### config.mk
export PLATFORM = sky130hd
export DESIGN_NAME = wb_uart
export DESIGN_NICKNAME = d
export VERILOG_FILES = /design/src/rtl/wb_uart_defs.sv /design/src/rtl/wb_uart_fifo.sv /design/src/rtl/wb_uart.sv
export SDC_FILE = /design/constraint.sdc
export NUM_CORES = 1
export LEC_CHECK = 0
export ABC_CLOCK_PERIOD_IN_PS = 10300
export BUFFER_PORTS_ARGS = -buffer_cell sky130_fd_sc_hd__buf_2
export CAP_MARGIN = 10
export CORE_ASPECT_RATIO = 1.1
export CORE_MARGIN = 2
export CORE_UTILIZATION = 60
export DETAILED_ROUTE_END_ITERATION = 10
export PLACE_DENSITY_LB_ADDON = 0.15
export SETUP_SLACK_MARGIN = 0.15
export SLEW_MARGIN = 20
export SYNTH_ARGS = -nofsm -noshare
export SYNTH_HDL_FRONTEND = slang
export SYNTH_SLANG_ARGS = --single-unit
### constraint.sdc
create_clock -name clk -period 10.3 [get_ports clk]
set_input_delay 0 -clock clk [delete_from_list [all_inputs] [get_ports clk]]
set_output_delay 0 -clock clk [all_outputs]
set_load 0.01 [all_outputs]
### src/rtl/wb_uart_defs.sv
// Shared definitions for wb_uart: register offsets, STATUS bit positions and
// the 2-bit state encoding used by both the TX and RX serial engines.
package wb_uart_defs;

    localparam logic REG_DATA   = 1'b0;
    localparam logic REG_STATUS = 1'b1;

    localparam int ST_RX_VALID = 0;
    localparam int ST_TX_FULL  = 1;
    localparam int ST_TX_IDLE  = 2;
    localparam int ST_RXOVF    = 3;
    localparam int ST_FERR     = 4;
    localparam int ST_TXOVF    = 5;
    localparam int ST_LOOP     = 6;

    typedef enum logic [1:0] {
        S_IDLE  = 2'd0,
        S_START = 2'd1,
        S_DATA  = 2'd2,
        S_STOP  = 2'd3
    } uart_state_e;

endpackage

### src/rtl/wb_uart_fifo.sv
// Synchronous FIFO of 2**ABITS entries. A pop on empty is ignored; a push on
// full only succeeds when a pop frees a slot in the same cycle.
module wb_uart_fifo #(
    parameter int unsigned WIDTH = 8,
    parameter int unsigned ABITS = 3
) (
    input  logic             clk,
    input  logic             reset,
    input  logic             push_i,
    input  logic [WIDTH-1:0] data_i,
    input  logic             pop_i,
    output logic [WIDTH-1:0] head_o,
    output logic             full_o,
    output logic             empty_o
);
    localparam int unsigned    DEPTH    = 1 << ABITS;
    localparam logic [ABITS:0] FULL_CNT = (ABITS + 1)'(DEPTH);

    logic [WIDTH-1:0] mem_q [DEPTH];
    logic [ABITS-1:0] wr_q, rd_q;
    logic [ABITS:0]   count_q;
    logic             do_push, do_pop;

    assign empty_o = (count_q == '0);
    assign full_o  = (count_q == FULL_CNT);
    assign head_o  = mem_q[rd_q];
    assign do_pop  = pop_i & ~empty_o;
    assign do_push = push_i & (~full_o | do_pop);

    // NOTE: storage has no reset; only pointers and count define validity.
    always_ff @(posedge clk) begin
        if (do_push) mem_q[wr_q] <= data_i;
    end

    // NOTE: sequential state uses <= so every flop samples pre-edge values.
    always_ff @(posedge clk or negedge reset) begin
        if (!reset) begin
            wr_q    <= '0;
            rd_q    <= '0;
            count_q <= '0;
        end else begin
            if (do_push) wr_q <= wr_q + ABITS'(1);
            if (do_pop)  rd_q <= rd_q + ABITS'(1);
            case ({do_push, do_pop})
                2'b10:   count_q <= count_q + (ABITS + 1)'(1);
                2'b01:   count_q <= count_q - (ABITS + 1)'(1);
                default: count_q <= count_q;
            endcase
        end
    end

endmodule

### src/rtl/wb_uart.sv
// 8N1 UART behind a zero-wait-state Wishbone classic slave (DATA / STATUS).
// Optional WB_UART_LOOPBACK_EN adds STATUS.LOOP routing internal txd to RX.
module wb_uart
    import wb_uart_defs::*;
#(
    parameter int unsigned DIVISOR    = 434,
    parameter int unsigned FIFO_ABITS = 3
) (
    input  logic        clk,
    input  logic        reset,
    input  logic [31:0] adr_i,
    input  logic [31:0] dat_i,
    output logic [31:0] dat_o,
    input  logic        we_i,
    input  logic [3:0]  sel_i,
    input  logic        stb_i,
    input  logic        cyc_i,
    output logic        ack_o,
    output logic        txd,
    input  logic        rxd
);
    localparam logic [15:0] DIV_M1  = 16'(DIVISOR - 1);
    localparam logic [15:0] HALF_M1 = 16'(DIVISOR / 2 - 1);

    logic acc, wr_data, rd_data, wr_status;
    assign acc       = stb_i & cyc_i;
    assign ack_o     = acc;
    assign wr_data   = acc & we_i & (adr_i[0] == REG_DATA) & sel_i[0];
    assign rd_data   = acc & ~we_i & (adr_i[0] == REG_DATA);
    assign wr_status = acc & we_i & (adr_i[0] == REG_STATUS);

    logic unused_bits;
    assign unused_bits = ^{adr_i[31:1], dat_i[31:8], sel_i[3:1]};

    logic       tx_pop, tx_full, tx_empty;
    logic [7:0] tx_head;
    logic       rx_push, rx_full, rx_empty;
    logic [7:0] rx_head;

    uart_state_e tx_state_q, tx_state_d, rx_state_q, rx_state_d;
    logic [15:0] tx_baud_q, tx_baud_d, rx_baud_q, rx_baud_d;
    logic [2:0]  tx_idx_q, tx_idx_d, rx_idx_q, rx_idx_d;
    logic [7:0]  tx_shift_q, tx_shift_d, rx_shift_q, rx_shift_d;
    logic        txd_q, txd_d;
    logic [1:0]  sync_q;
    logic        rx_in, rx_s, tx_tick, rx_tick, ferr_set;
    logic        rxovf_q, rxovf_d, ferr_q, ferr_d, txovf_q, txovf_d;
    logic [31:0] status;

    wb_uart_fifo #(.WIDTH(8), .ABITS(FIFO_ABITS)) u_tx_fifo (
        .clk    (clk),
        .reset  (reset),
        .push_i (wr_data),
        .data_i (dat_i[7:0]),
        .pop_i  (tx_pop),
        .head_o (tx_head),
        .full_o (tx_full),
        .empty_o(tx_empty)
    );

    wb_uart_fifo #(.WIDTH(8), .ABITS(FIFO_ABITS)) u_rx_fifo (
        .clk    (clk),
        .reset  (reset),
        .push_i (rx_push),
        .data_i (rx_shift_q),
        .pop_i  (rd_data),
        .head_o (rx_head),
        .full_o (rx_full),
        .empty_o(rx_empty)
    );

`ifdef WB_UART_LOOPBACK_EN
    logic loop_q;
    always_ff @(posedge clk or negedge reset) begin
        if (!reset)         loop_q <= 1'b0;
        else if (wr_status) loop_q <= dat_i[ST_LOOP];
    end
    assign rx_in = loop_q ? txd_q : rxd;
`else
    assign rx_in = rxd;
`endif

    assign rx_s    = sync_q[1];
    assign txd     = txd_q;
    assign tx_tick = (tx_baud_q == 16'd0);
    assign rx_tick = (rx_baud_q == 16'd0);

    // NOTE: every output of a combinational block gets a default first, so no latch is inferred.
    always_comb begin
        tx_state_d = tx_state_q;
        tx_shift_d = tx_shift_q;
        tx_idx_d   = tx_idx_q;
        txd_d      = txd_q;
        tx_pop     = 1'b0;
        tx_baud_d  = (tx_state_q == S_IDLE) ? tx_baud_q
                   : (tx_tick ? DIV_M1 : tx_baud_q - 16'd1);
        case (tx_state_q)
            S_IDLE: if (!tx_empty) begin
                tx_pop     = 1'b1;
                tx_shift_d = tx_head;
                tx_baud_d  = DIV_M1;
                tx_state_d = S_START;
                txd_d      = 1'b0;
            end
            S_START: if (tx_tick) begin
                tx_state_d = S_DATA;
                tx_idx_d   = 3'd0;
                txd_d      = tx_shift_q[0];
            end
            S_DATA: if (tx_tick) begin
                if (tx_idx_q == 3'd7) begin
                    tx_state_d = S_STOP;
                    txd_d      = 1'b1;
                end else begin
                    tx_idx_d   = tx_idx_q + 3'd1;
                    tx_shift_d = {1'b0, tx_shift_q[7:1]};
                    txd_d      = tx_shift_q[1];
                end
            end
            S_STOP: if (tx_tick) begin
                // Chain straight into the next START so queued bytes leave no idle gap.
                if (!tx_empty) begin
                    tx_pop     = 1'b1;
                    tx_shift_d = tx_head;
                    tx_state_d = S_START;
                    txd_d      = 1'b0;
                end else begin
                    tx_state_d = S_IDLE;
                end
            end
        endcase
    end

    always_comb begin
        rx_state_d = rx_state_q;
        rx_shift_d = rx_shift_q;
        rx_idx_d   = rx_idx_q;
        rx_push    = 1'b0;
        ferr_set   = 1'b0;
        rx_baud_d  = (rx_state_q == S_IDLE) ? rx_baud_q
                   : (rx_tick ? DIV_M1 : rx_baud_q - 16'd1);
        case (rx_state_q)
            S_IDLE: if (!rx_s) begin
                rx_state_d = S_START;
                rx_baud_d  = HALF_M1;
            end
            S_START: if (rx_tick) begin
                rx_idx_d   = 3'd0;
                rx_state_d = rx_s ? S_IDLE : S_DATA;
            end
            S_DATA: if (rx_tick) begin
                rx_shift_d = {rx_s, rx_shift_q[7:1]};
                if (rx_idx_q == 3'd7) rx_state_d = S_STOP;
                else                  rx_idx_d   = rx_idx_q + 3'd1;
            end
            S_STOP: if (rx_tick) begin
                rx_push    = rx_s;
                ferr_set   = ~rx_s;
                rx_state_d = S_IDLE;
            end
        endcase
    end

    // Sticky flags: a set in the same cycle as a W1C clear wins.
    always_comb begin
        txovf_d = (txovf_q & ~(wr_status & dat_i[ST_TXOVF])) | (wr_data & tx_full & ~tx_pop);
        rxovf_d = (rxovf_q & ~(wr_status & dat_i[ST_RXOVF])) | (rx_push & rx_full & ~rd_data);
        ferr_d  = (ferr_q  & ~(wr_status & dat_i[ST_FERR]))  | ferr_set;
    end

    always_ff @(posedge clk or negedge reset) begin
        if (!reset) begin
            tx_state_q <= S_IDLE;
            tx_baud_q  <= '0;
            tx_idx_q   <= '0;
            tx_shift_q <= '0;
            txd_q      <= 1'b1;
            rx_state_q <= S_IDLE;
            rx_baud_q  <= '0;
            rx_idx_q   <= '0;
            rx_shift_q <= '0;
            sync_q     <= 2'b11;
            txovf_q    <= 1'b0;
            rxovf_q    <= 1'b0;
            ferr_q     <= 1'b0;
        end else begin
            tx_state_q <= tx_state_d;
            tx_baud_q  <= tx_baud_d;
            tx_idx_q   <= tx_idx_d;
            tx_shift_q <= tx_shift_d;
            txd_q      <= txd_d;
            rx_state_q <= rx_state_d;
            rx_baud_q  <= rx_baud_d;
            rx_idx_q   <= rx_idx_d;
            rx_shift_q <= rx_shift_d;
            sync_q     <= {sync_q[0], rx_in};
            txovf_q    <= txovf_d;
            rxovf_q    <= rxovf_d;
            ferr_q     <= ferr_d;
        end
    end

    always_comb begin
        status              = '0;
        status[ST_RX_VALID] = ~rx_empty;
        status[ST_TX_FULL]  = tx_full;
        status[ST_TX_IDLE]  = tx_empty & (tx_state_q == S_IDLE);
        status[ST_RXOVF]    = rxovf_q;
        status[ST_FERR]     = ferr_q;
        status[ST_TXOVF]    = txovf_q;
`ifdef WB_UART_LOOPBACK_EN
        status[ST_LOOP]     = loop_q;
`endif
    end

    // Wired-OR slave bus: drive zero unless this slave is addressed.
    always_comb begin
        dat_o = '0;
        if (acc) begin
            if (adr_i[0] == REG_STATUS) dat_o = status;
            else                        dat_o = {24'h0, rx_empty ? 8'h00 : rx_head};
        end
    end

endmodule

After elaboration in Yosys (flattened, before gate mapping)
Memories as Yosys holds them, arrays and structs flattened.
Index checks and enable logic that the tools add are counted.

word-level totals
  output and inout bits = 34
  memories kept = 2
  input bits = 74
  register bits = 84
  bits in read-only memories = 0
  logic and storage cells = 173
  latch bits = 0
  memory bits (writable) = 128

memory list
  name             words  width  rd ports  clocked after memory_dff  wr ports  RTL line            source
  u_rx_fifo.mem_q  8      8      1         0                         1         wb_uart_fifo.sv:19  logic [WIDTH-1:0] mem_q [DEPTH];
  u_tx_fifo.mem_q  8      8      1         0                         1         wb_uart_fifo.sv:19

cells by class
  divide/modulo/power cells = 0
  multiplexer cells = 57
  reduce and logical (&&, ||, !) cells = 18
  multipliers = 0
  $add $sub $neg = 12
  $lt $le $gt $ge = 0
  shift operators = 0
  equality and inequality tests = 26
  bitwise gates (word level) = 39

operators with widths
  cell                                                 number
  two-way mux 16 bit                                   8
  two-way mux 8 bit                                    7
  logical NOT 16 bit                                   2
  subtractor 16 x 1 -> 16 bit (second input constant)  2
  inequality test 2 bit (second input constant)        12
  one-hot mux 8 bit (3 select lines)                   1
  AND 1 bit                                            22
  two-way mux 2 bit                                    11
  adder 3 x 1 -> 3 bit (second input constant)         6
  two-way mux 3 bit                                    6
  two-way mux 1 bit                                    16
  one-hot mux 2 bit (4 select lines)                   2
  one-hot mux 4 bit (2 select lines)                   2
  == test 2 bit (second input constant)                6
  inverter 1 bit                                       12
  one-hot mux 3 bit (2 select lines)                   2
  AND reduction 4 bit                                  3
  AND reduction 5 bit                                  2
  adder 4 x 1 -> 4 bit (second input constant)         2
  == test 2 x 1 -> 1 bit (second input constant)       4
  == test 4 bit (second input constant)                2
  logical NOT 4 bit                                    2
  nonzero test 2 bit                                   4
  subtractor 4 x 1 -> 4 bit (second input constant)    2
  8 further kinds                                      14

Longest topological paths before layout
Gate-level depths: netlist (run 1).

  depth in word-level cells = 9
  depth in mapped cells = 13
  mapped depth without buffers = 13

Hierarchy
From an unflattened synthesis (run 1), not the netlist that was laid out.

unflattened totals
  cells, all modules = 718
  area total of the unflattened synthesis = 10012.1 um^2

by module, submodules not included
  module        seq. area each (um^2)  area an instance (um^2)  times used  cells each
  wb_uart_fifo  2172.1                 3155.5                   2           159
  wb_uart       1605.3                 3701.0                   1           400

Worst setup path before layout (run 1)
OpenSTA, ideal clock, no wires.

  kind = register to register
  start point = register tx_baud_q[12]
  end point = memory u_tx_fifo.mem_q[1][0], enable pin
  required time = 9.902 ns
  slack = 6.974 ns
  clock period less this slack = 3.326 ns
  path buffers = 1
  library setup time = 0.398 ns
  stages on the path, launching flop included = 7
  arrival time = 2.928 ns
  cell sequence = dfrtp_1 > or3_2 > or4_4 > buf_6 > o31ai_4 > nand2_4 > nor4b_1

on the way
  cells in the longest elaborated chain, start to end = 8

RTL lines
  what                                     RTL line            source
  start: declaration                       wb_uart.sv:41       logic [15:0] tx_baud_q, tx_baud_d, rx_baud_q, rx_baud_d;
  start signal: assignment                 wb_uart.sv:188      tx_baud_q <= tx_baud_d;
  logical NOT 16 bit                       wb_uart.sv:85       assign tx_tick = (tx_baud_q == 16'd0);
  two-way mux 1 bit                        wb_uart.sv:120      S_STOP: if (tx_tick) begin
  one-hot mux 1 bit (2 select lines)       wb_uart.sv:97       case (tx_state_q)
  AND 1 bit                                wb_uart_fifo.sv:27  assign do_pop = pop_i & ~empty_o;
  bitwise OR 1 bit                         wb_uart_fifo.sv:28  assign do_push = push_i & (~full_o | do_pop);
  AND 1 bit                                wb_uart_fifo.sv:28
  two-way mux 1 bit                        wb_uart_fifo.sv:32  if (do_push) mem_q[wr_q] <= data_i;
  two-way mux 1 bit (not written as such)  wb_uart_fifo.sv:32
  end: declaration                         wb_uart_fifo.sv:19

Every way passes these cells.

Worst setup path after layout (run 1)
  start point = register tx_baud_q[4]
  end point = register u_tx_fifo.count_q[2]

on the way
  cells in the longest elaborated chain, start to end = 8
  elaborated cells on any way between the ends = 10
  classes of those cells = eq/ne: 2; mux: 3; bitwise: 3; reduce/logical: 2

RTL lines
  what                                                                             RTL line            source
  logical NOT 16 bit (*)                                                           wb_uart.sv:85
  two-way mux 1 bit (*)                                                            wb_uart.sv:120
  one-hot mux 1 bit (2 select lines) (*)                                           wb_uart.sv:97
  AND 1 bit (*)                                                                    wb_uart_fifo.sv:27
  bitwise OR 1 bit                                                                 wb_uart_fifo.sv:28
  AND 1 bit                                                                        wb_uart_fifo.sv:28
  == test 2 x 1 -> 1 bit / == test 2 bit (equally long branches)                   wb_uart_fifo.sv:44  case ({do_push, do_pop})
  one-hot mux 4 bit (2 select lines) / nonzero test 2 bit (equally long branches)  --
  end signal: assignment                                                           wb_uart_fifo.sv:45  2'b10: count_q <= count_q + (ABITS + 1)'(1);
  end signal: assignment                                                           wb_uart_fifo.sv:46  2'b01: count_q <= count_q - (ABITS + 1)'(1);
  end signal: assignment                                                           wb_uart_fifo.sv:47  default: count_q <= count_q;
  end: declaration                                                                 wb_uart_fifo.sv:21  logic [ABITS:0] count_q;

Every way passes the cells marked *; elsewhere a longest branch is shown, timed or not.
A chain may end at the register's enable or synchronous reset.

==> results.yml, run 1 <==
floorplan:
  num_rows: 48
  core_um2: 15800
  die_h_um: 138
  initial_core_util_pct: 61.6
  io_pins: 108
  die_width_um: 125
  die_area_um2: 17300
worst_setup_path:
  cp_max_fo: 11
  reg2reg_depth: 11
  crit_type: "flip-flop to flip-flop"
  cp-start-kind: "flip-flop"
  cp.required_ps: 10690
  worstReg2RegEnd: "u_tx_fifo.count_q[2]"
  cp-end-kind: "flip-flop"
  r2r_start: "tx_baud_q[4]"
  rrSetupSlack_ps: 6900
  cp_data_arrival_time_ps: 3790
drt:
  wire_per_inst_um: 19.5
  via_per_inst: 6.07
  dr.pass1.iters: 5
  antenna_left: 0
  drc: 0
  drt_iter0_drc: 492
  wl_um: 18700
  via_count: 5800
power_and_ir_drop:
  swShare_pct: 30.8
  internal_power_w: 0.00172
  pwr-share-clk_pct: 29.2
  vdd_drop_max_v: 0.000173
  p_total_w: 0.00249
  power_frac_comb_pct: 25.6
  p_leak_nw: 4.09
  net-switching-power_w: 0.000768
  pwr-share-seq_pct: 45.2
  p_per_area_nw_per_um2: 231
clocking:
  postCtsSetupBuffers: 0
  cts_buffer_depth: 3
  htree_levels: 1
  cts_hold_buf: 16
  cts_buffers: 22
  cts.clk_slew.worst_paths_ps: 60
  cts_sinks: 212
  cts_resized: 0
  clk_latency_ps: 520
  cts_tree: "done"
  cts_root_buffer: "clkbuf_16"
layout:
  final_cells: 955
  fin_area_um2: 10800
  antennaDiodeCount: 0
  area_growth_pct: 10.9
  final_nets: 836
  layout-drive-gt1-share_pct: 20.0
synthesis:
  syn_area_per_cell_um2: 14.0
  synthArstFlopShare_pct: 39.6
  synthCells: 694
  netlist_area_um2: 9740
  yosysSeqAreaShare_pct: 61.1
  synthTopCellsByArea: "edfxtp_1, dfrtp_1, mux4_2"
  synth-main-ff-cell: "edfxtp_1"
  synth_edf_count: 128
  yosysTopAreaCellShare_pct: 39.5
  yosys_register_bits: 212
  synth.distinct_cells: 68
  yosys.area.top_type: "edfxtp_1"
  yosysWarnings: 0
placed_design:
  hpwl_um: 11900
  port_buffers: 25
  gp_congestion: 0.842
  dpl-instance-area_um2: 9980
  dpl.cell_count: 899
  post-place-ws_ps: 6950
min_path:
  worstHoldStart: "adr_i[0]"
  hold_depth: 4
  min_to: "u_rx_fifo.rd_q[0]"
  min_path_type: "input port to flip-flop"
job:
  maxCapViolCount: 0
sta:
  setup-tns-final_ps: 0
  finalClockSkew_ps: 16.3
  relSlewSlack_pct: 37.7
  final.setup.worst_slack_ps: 6900
  worst_pin_slew_ps: 931
  setup_viol: 0
  fin_crit_ps: 3400
  max_freq_mhz: 294
  finalCritPeriodShare_pct: 33.0
  final_max_slew_viol_count: 0
  hold_violations: 0
  rsz0062_at_grt: "false"
grt:
  grt_pass1_vias: 5702
  gr-usage-all-layers_pct: 21.8
  grt_max_degree: 67
  antenna_found_initial: 0
  grt-ovfl-total: 0
  grt_first_pass_wirelength_um: 29600
outcome:
  status: "finished, final reports clean"
-- metal layers --
layer,global-route usage (%),part of all wire [%],vias to the layer above
li1,-,-,2703
met1,29.5,43,2929
met2,37.4,51,141
met3,3.73,5.0,27
met4,5.74,1.6,0
met5,0,0,-
-- per-stage QoR --
step | hold WS (ps) | utilization (%)
3_5_place_dp | -83.0 | 63.2
6_report | 100 | 68.4
5_1_grt | 121 | 68.4
2_1_floorplan | -296 | -
4_1_cts | 85.0 | 68.4
3_3_place_gp | -89.8 | 63.2
-- state kept, by name, indices dropped and copies added (netlist names), 2 cells and up, named ones only --
signal and flops:
u_rx_fifo.mem_q 64, u_tx_fifo.mem_q 64, rx_baud_q 16, tx_baud_q 16, rx_shift_q 8, tx_shift_q 8
u_rx_fifo.count_q 4, u_tx_fifo.count_q 4, rx_idx_q 3, tx_idx_q 3, u_rx_fifo.rd_q 3, u_rx_fifo.wr_q 3
u_tx_fifo.rd_q 3, u_tx_fifo.wr_q 3, sync_q 2, tx_state_q 2
-- cells in the mapped netlist (8+ instances only) --
library cell and count:
mux2_2 26, xnor2_1 11, nor4_1 14, buf_4 25, dfrtp_1 81, a21oi_1 18, edfxtp_1 128, nand2b_1 8
nor3_1 21, a22o_1 10, nand3_1 8, nand2_1 34, or3_1 9, ha_1 22, inv_1 16, mux2i_1 14
o21ai_0 43, clkbuf_1 17, nor2_1 38, xor2_1 8, a31oi_1 10, mux4_2 32
-- area by class of cell --
class,instances,area [µm²]
clock inverter,7,62.6
tap,200,250
inverter,16,60.1
clock buffer,33,602
fill,1101,5000
multi-input combinational,435,3510
timing repair buffer,52,365
sequential,212,5950
-- worst max-delay path by stage --
stage	slack, ps	cells after the start	endpoint	startpoint
finish	6900	11	u_tx_fifo.count_q[2]	tx_baud_q[4]
global route	6720	11	u_tx_fifo.count_q[2]	tx_baud_q[4]
CTS	6880	11	u_tx_fifo.count_q[2]	tx_baud_q[4]
detailed placement	6950	11	u_tx_fifo.count_q[2]	tx_baud_q[4]
global placement	7020	6	u_tx_fifo.mem_q[6][7]	tx_baud_q[4]
floorplan	6970	6	u_tx_fifo.mem_q[1][0]	tx_baud_q[12]
-- worst max-delay path, cell delays in order (launching register included) --
cell,delay (ps)
dfrtp_1,420
or3_1,530
or4_4,650
o31ai_4,340
nand2_4,140
ha_1,280
xor2_1,170
ha_1,190
a21oi_1,150
xor2_1,190
nor2_1,70
xor2_1,140
-- logic make-up (layout without fill, tap and decap cells) --
group           count (synthesis)  in the layout  synth area share [%]
other cells                     1             24                0.0385
simple gates                  170            170                  9.46
mux                            73             73                  12.0
compound gates                126            126                  8.78
flops                         212            212                  61.1
buf+inv                        70            108                  3.88
fa+ha+maj                      23             23                  3.03
xor+xnor                       19             19                  1.71
-- power groups by stage --
stage,sequential [W],combinational [W],clock [W]
floorplan,0.00105,0.000586,0
global placement,0.00113,0.000610,0
detailed placement,0.00114,0.000636,0
CTS,0.00113,0.000645,0.000741
global route,0.00114,0.000710,0.000776
finish,0.00113,0.000638,0.000728
-- layout by cell type (no fill, tap or decap), types with 10 or more instances in the layout --
cell type and instances:
xnor2_1 11, clkbuf_16 22, a22o_1 10, nor3_1 20, nand2_1 34, a21oi_1 18
ha_1 22, o21ai_0 42, nor4_1 14, mux4_2 32, mux2_2 26, a31oi_1 10
conb_1 24, dlygate4sd3_1 15, nor2_1 38, buf_4 12, mux2i_1 14, buf_2 25
clkbuf_1 10, inv_1 16, dfrtp_1 80, edfxtp_1 128
Power figures use the tool's default switching activity.
==> inputs of run 2 (changes only) <==
--- a/config.mk
+++ b/config.mk
@@ -5,12 +5,12 @@
 export SDC_FILE = /design/constraint.sdc
 export NUM_CORES = 1
 export LEC_CHECK = 0
-export ABC_CLOCK_PERIOD_IN_PS = 10300
+export ABC_CLOCK_PERIOD_IN_PS = 2750
 export BUFFER_PORTS_ARGS = -buffer_cell sky130_fd_sc_hd__buf_2
 export CAP_MARGIN = 10
 export CORE_ASPECT_RATIO = 1.1
 export CORE_MARGIN = 2
-export CORE_UTILIZATION = 60
+export CORE_UTILIZATION = 53
 export DETAILED_ROUTE_END_ITERATION = 10
 export PLACE_DENSITY_LB_ADDON = 0.15
 export SETUP_SLACK_MARGIN = 0.15
==> constraint.sdc (replaced) <==
create_clock -name clk -period 2.75 [get_ports clk]
set_input_delay 0 -clock clk [delete_from_list [all_inputs] [get_ports clk]]
set_output_delay 0 -clock clk [all_outputs]
set_load 0.01 [all_outputs]
==> run 2 against run 1 <==
  * The flow now finishes with violations (setup timing)
  * Global-route usage decreased by 1.1 points
  * Largest cell class unchanged
  * Sequential share of layout area decreased by 4.0 points
  * Utilization decreased by 3.2 points
  * Worst setup slack got worse by 6900 ps
  * Highest routed layer unchanged
==> results.yml, run 2 (synthesized netlist as in run 1, its figures left out) <==
sta:
  relSlewSlack_pct: 43.7
  setup_viol: 1
  hold_violations: 0
  rsz0062_at_grt: "true"
  whs_ps: 71.5
  final.setup.worst_slack_ps: -12.1
  finalCritPeriodShare_pct: 100
  fin_crit_ps: 2760
  finalClockSkew_ps: 23.1
  max_freq_mhz: 362
  final_max_slew_viol_count: 0
  worst_pin_slew_ps: 845
grt:
  gr-usage-all-layers_pct: 20.7
  grt_first_pass_wirelength_um: 32300
  grt_pass1_vias: 6219
  grt_max_degree: 58
  antenna_found_initial: 0
  grt-ovfl-total: 0
layout:
  fill_cells: 1277
  antennaDiodeCount: 0
  utilization_pct: 65.2
  final_cell_mix: "edfxtp_1, dfrtp_1, buf_4, o21ai_0, nor2_1"
  final_nets: 899
  reg_top3: "u_rx_fifo.mem_q (64), u_tx_fifo.mem_q (64)"
  layout_commonest_cell: "edfxtp_1"
  layout-drive-gt1-share_pct: 29.6
  final_cells: 1056
  area_growth_pct: 19.6
worst_setup_path:
  cp_max_fo: 3
  crit_type: "flip-flop to flip-flop"
  cp.required_ps: 3140
  cp_data_arrival_time_ps: 3150
  cp-end-kind: "flip-flop"
  cp-start-kind: "flip-flop"
power_and_ir_drop:
  p_total_w: 0.0102
  vdd_drop_max_v: 0.000609
  power_frac_comb_pct: 30.5
  internal_power_w: 0.00706
  p_per_area_nw_per_um2: 872
  pwr-share-clk_pct: 28.9
  net-switching-power_w: 0.00310
  p_leak_nw: 4.49
  pwr-share-seq_pct: 40.6
  swShare_pct: 30.5
clocking:
  htree_levels: 1
  cts_buffer_depth: 3
  cts_sinks: 212
  clk_latency_ps: 520
  cts_tree: "done"
  cts_buffers: 22
  cts_root_buffer: "clkbuf_16"
  cts.clk_slew.worst_paths_ps: 60
placed_design:
  port_buffers: 25
  dpl.cell_count: 990
  post-place-ws_ps: -108
  hpwl_um: 13200
  gp_congestion: 0.846
floorplan:
  die_width_um: 133
  die_h_um: 146
  core_um2: 17900
  initial_core_util_pct: 54.5
  io_pins: 108
  die_area_um2: 19500
  num_rows: 51
drt:
  via_count: 6008
  dr.pass1.iters: 5
  drc: 0
  via_per_inst: 5.69
  antenna_left: 0
  wl_um: 19800
  wire_per_inst_um: 18.7
  drt_iter0_drc: 407
outcome:
  status: "complete, but fails checks"
  violations: "setup timing"
job:
  maxCapViolCount: 0
min_path:
  min_path_type: "input port to asynchronous set/reset pin"
run 2: final timing paths:
kind | start | endpoint | slack (ps) | cells after the start
setup / recovery | tx_baud_q[12] | u_tx_fifo.count_q[2] | -10 | 11
hold / removal | reset | tx_shift_q[7] | 70 | 2
setup reg to reg | tx_baud_q[12] | u_tx_fifo.count_q[2] | -10 | 11
min in group clk | adr_i[0] | u_rx_fifo.rd_q[0] | 80 | 4
hold reg to reg | sync_q[0] | sync_q[1] | 350 | 0
max in group asynchronous | reset | tx_baud_q[3] | 1890 | 3
run 2: repair_timing:
action	4_1_cts	5_1_grt
endpoints found under the hold margin	121	0
pin swaps	8	11
hold buffers	14	0
gates resized for setup	13	16
setup endpoints to repair	68	74
buffers inserted	5	7
run 2: power by group through the flow:
stage	clock [W]	sequential, W	combinational, W
3_3_place_gp	0	0.00414	0.00281
2_1_floorplan	0	0.00395	0.00224
3_5_place_dp	0	0.00416	0.00292
6_report	0.00294	0.00412	0.00310
4_1_cts	0.00299	0.00411	0.00300
5_1_grt	0.00313	0.00417	0.00341
run 2: final cells by class:
class	instances	area, µm²	area share (%)
Clock inverter	11	130	1.12
Tap cell	238	298	2.56
Clock buffer	29	597	5.13
Multi-Input combinational cell	435	3700	31.8
Timing Repair Buffer	115	906	7.78
Inverter	16	60.1	0.516
Sequential cell	212	5950	51.1
run 2: per-layer routing:
layer | wire [µm] | track usage (%) | vias up
met1 | 8600 | 27.8 | 3043
met5 | 0 | 0 | -
met3 | 790 | 2.85 | 28
met4 | 296 | 5.05 | 0
li1 | - | - | 2822
met2 | 10100 | 36.2 | 115
run 2: critical path: stages, from the launching register on:
cell     delay (ps)
dfrtp_1         370
or3_4           380
or4_4           590
o31ai_4         260
nand2_4         100
ha_4            170
xor2_2          160
ha_4            170
a21oi_2         100
xor2_1          150
nor2_1           60
xor2_1          130
run 2: per-stage QoR:
stage	setup TNS [ps]	cell area (µm²)
floorplan	-12440	9910
global placement	-427	10500
detailed placement	-1170	10500
CTS	-29.0	11500
global route	-336	11600
finish	-12.1	11600
==> inputs of run 3 (changes only) <==
--- a/config.mk
+++ b/config.mk
@@ -17,4 +17,5 @@
 export SLEW_MARGIN = 20
 export SYNTH_ARGS = -nofsm -noshare
 export SYNTH_HDL_FRONTEND = slang
+export SYNTH_HIERARCHICAL = 1
 export SYNTH_SLANG_ARGS = --single-unit
==> run 3 against run 2 <==
  * The run still ends with setup timing left
  * Critical path depth unchanged
  * Sequential share of layout area down 1.9 points
  * Final cell count up 3.3%
  * Routed wire length up 4.1%
  * Critical endpoint is now u_rx_fifo/count_q[3]
  * Utilization up 0.33 points
  * Clock-buffer cell count down 2
  * Via count up 3.9%
  * Critical path type unchanged
  * Clock skew down 11 ps
  * Synthesized area up 2.8%
  * Hold slack better by 18 ps
  * Combinational power down 72%
==> results.yml, run 3 <==
grt:
  grt_pass1_vias: 6288
  busiest_layer: "met2"
  grt_first_pass_wirelength_um: 33300
  grt-ovfl-total: 0
  antenna_found_initial: 1
  grtUsageMet1_pct: 28.7
  gr-usage-all-layers_pct: 21.3
  met2_usage_pct: 37.0
  grt_max_degree: 65
  use_met3_pct: 3.07
power_and_ir_drop:
  swShare_pct: 24.5
  p_leak_nw: 4.92
  vdd_drop_max_v: 0.000454
  power_frac_comb_pct: 11.6
  internal_power_w: 0.00560
  pwr-share-seq_pct: 49.8
  pwr-share-clk_pct: 38.7
  p_per_area_nw_per_um2: 613
  net-switching-power_w: 0.00182
sta:
  setup-tns-final_ps: -6830
  finalCritPeriodShare_pct: 108
  setup_viol: 76
  rsz0062_at_grt: "true"
  hold_violations: 0
  worst_pin_slew_ps: 844
  relSlewSlack_pct: 43.7
  fin_crit_ps: 2980
  finalClockSkew_ps: 11.7
  final.setup.worst_slack_ps: -232
  final_max_slew_viol_count: 0
  max_freq_mhz: 335
synthesis:
  synthCells: 718
  synthArstFlopShare_pct: 39.6
  yosysWarnings: 6
  synth_edf_count: 128
  synthTopCellsByArea: "edfxtp_1, dfrtp_1, mux4_1"
  yosysSeqAreaShare_pct: 59.4
  yosys_register_bits: 212
  synth_common_cells: "edfxtp_1, dfrtp_1, nand2_1"
  yosysTopAreaCellShare_pct: 38.4
  synth-main-ff-cell: "edfxtp_1"
  netlist_area_um2: 10000
  synth_most_common_cell: "edfxtp_1"
  synth.distinct_cells: 66
  syn_area_per_cell_um2: 13.9
  yosys.area.top_type: "edfxtp_1"
worst_setup_path:
  reg2reg_depth: 11
  cp.depth: 11
  crit_family: "simple AND/OR/NAND/NOR gates"
  worstReg2RegEnd: "u_rx_fifo/count_q[3]"
  rrSetupSlack_ps: -230
  cp-start-kind: "flip-flop"
  cp-end-kind: "flip-flop"
  crit_type: "flip-flop to flip-flop"
  cp_data_arrival_time_ps: 3420
  worstPathCellList: "or4_4, or4_4, nor2_4, and4_4, or2_4, inv_4, ha_4, a211o_1, nand3_2, mux2_4, nand3b_1"
  critPathLaunch: "rx_baud_q[7]"
  cp_max_fo: 3
  path_buf_inv: 1
  r2r_start: "rx_baud_q[7]"
  crit_slowest_cell: "or4_4"
  cp.required_ps: 3190
  crit_path_frequent_cell: "or4_4"
  crit_end: "u_rx_fifo/count_q[3]"
  slowest_delay_ps: 550
drt:
  drc: 0
  via_per_inst: 5.72
  wl_um: 20600
  dr.pass1.iters: 5
  via_count: 6242
  antenna_left: 0
  drt_iter0_drc: 387
  wire_per_inst_um: 18.9
floorplan:
  die_h_um: 148
  die_area_um2: 20000
  num_rows: 52
  die_width_um: 135
  core_um2: 18500
  initial_core_util_pct: 54.2
  io_pins: 108
placed_design:
  port_buffers: 25
  hpwl_um: 13700
  dpl-instance-area_um2: 10900
  gp_congestion: 0.832
clocking:
  cts_sinks: 212
  cts_buffer_depth: 3
  cts_buffers: 22
  cts_root_buffer: "clkbuf_16"
  cts.clk_slew.worst_paths_ps: 60
  cts_tree: "done"
  htree_levels: 1
  clk_latency_ps: 510
layout:
  final_cell_mix: "edfxtp_1, dfrtp_1, buf_4, nand2_1, a21oi_1"
  fin_area_um2: 12100
  multi_input_area_um2: 4040
  seq_area_um2: 5950
  reg_top3: "u_rx_fifo/mem_q (64), u_tx_fifo/mem_q (64)"
  utilization_pct: 65.5
  layout_commonest_cell: "edfxtp_1"
  area_growth_pct: 20.9
  fill_cells: 1369
  final_nets: 925
  layout-drive-gt1-share_pct: 30.3
job:
  maxCapViolCount: 0
outcome:
  violations: "setup timing"
  status: "complete, but fails checks"
min_path:
  min_path_type: "input port to flip-flop"
  hold_depth: 6
## run 3: cell count changes in the layout (fill, tap and decap cells not counted), sizes merged, moves of 6 or more
cell	delta
a21oi	+16
nand2	+11
inv	+10
mux2	+9
o21ai	-9
nor4	-7
a22o	-6
## run 3: worst register-to-register path, delay by kind of cell, from the launching register on
family | cells | cell delay (ps)
AND/OR/NAND/NOR | 7 | 1690
flip-flops | 1 | 380
multiplexers | 1 | 300
AO/OA/AOI/OAI | 1 | 290
adder cells (fa/ha/maj) | 1 | 200
buffers and inverters | 1 | 40
## run 3: metal layers
layer,routed length [µm],part of all wire [%],up-vias
met2,10700,52,145
met4,338,1.6,0
met3,1010,4.9,25
met1,8570,42,3149
li1,-,-,2923
met5,0,0,-
## run 3: logic make-up (layout without fill, tap and decap cells)
| family | Yosys count | count (layout) | share of synthesized area [%] |
|---|---|---|---|
| other | 1 | 25 | 0.0375 |
| xor gates and xnor gates | 18 | 18 | 1.57 |
| adders and majority gates | 20 | 20 | 2.65 |
| and+or+nand+nor | 186 | 186 | 9.49 |
| AOI/OAI and AO/OA | 126 | 126 | 8.39 |
| muxes | 79 | 79 | 13.5 |
| buffers and inverters | 76 | 182 | 4.90 |
| DFF | 212 | 212 | 59.4 |
## run 3: repair_timing
item	4_1_cts	5_1_grt
setup endpoints to repair	147	149
endpoints found under the hold margin	130	0
setup buffers	13	8
hold buffers	11	0
resized for setup	20	19
pin swaps	14	12
gates cloned	0	0
## run 3: worst min path at each step
stage                                       endpoint     start  slack, ps
final                                        txovf_q  adr_i[0]         90
after global routing                         txovf_q  sel_i[0]        140
after CTS                                    txovf_q  adr_i[0]         40
after detailed placement                   sync_q[0]       rxd        110
after global placement                     sync_q[0]       rxd        110
after floorplan           asynchronous set/reset pin     reset       -300
## run 3: through the flow
stage | hold WS (ps) | power [W] | instances | setup slack, ps
floorplan | -296 | 0.00439 | 741 | -509
global placement | 109 | 0.00447 | 1018 | -215
detailed placement | 109 | 0.00452 | 1018 | -271
CTS | 44.7 | 0.00744 | 1082 | -225
global route | 142 | 0.00772 | 1090 | -356
finish | 89.8 | 0.00742 | 1091 | -232
## run 3: final cells by class
type | instances | area share, %
clock buffer | 27 | 4.79
clock inverter | 13 | 0.993
inverter | 26 | 0.848
antenna | 1 | 0.0207
tap | 243 | 2.51
timing repair buffer | 116 | 8.30
sequential | 212 | 49.2
multi-input combinational | 453 | 33.4
## run 3: power groups by stage
stage               Sequential, W  Combinational (W)  Clock (W)
global placement          0.00372           0.000747          0
finish                    0.00369           0.000857    0.00287
global route              0.00372           0.000935    0.00306
detailed placement        0.00373           0.000790          0
floorplan                 0.00364           0.000747          0
CTS                       0.00368           0.000830    0.00293
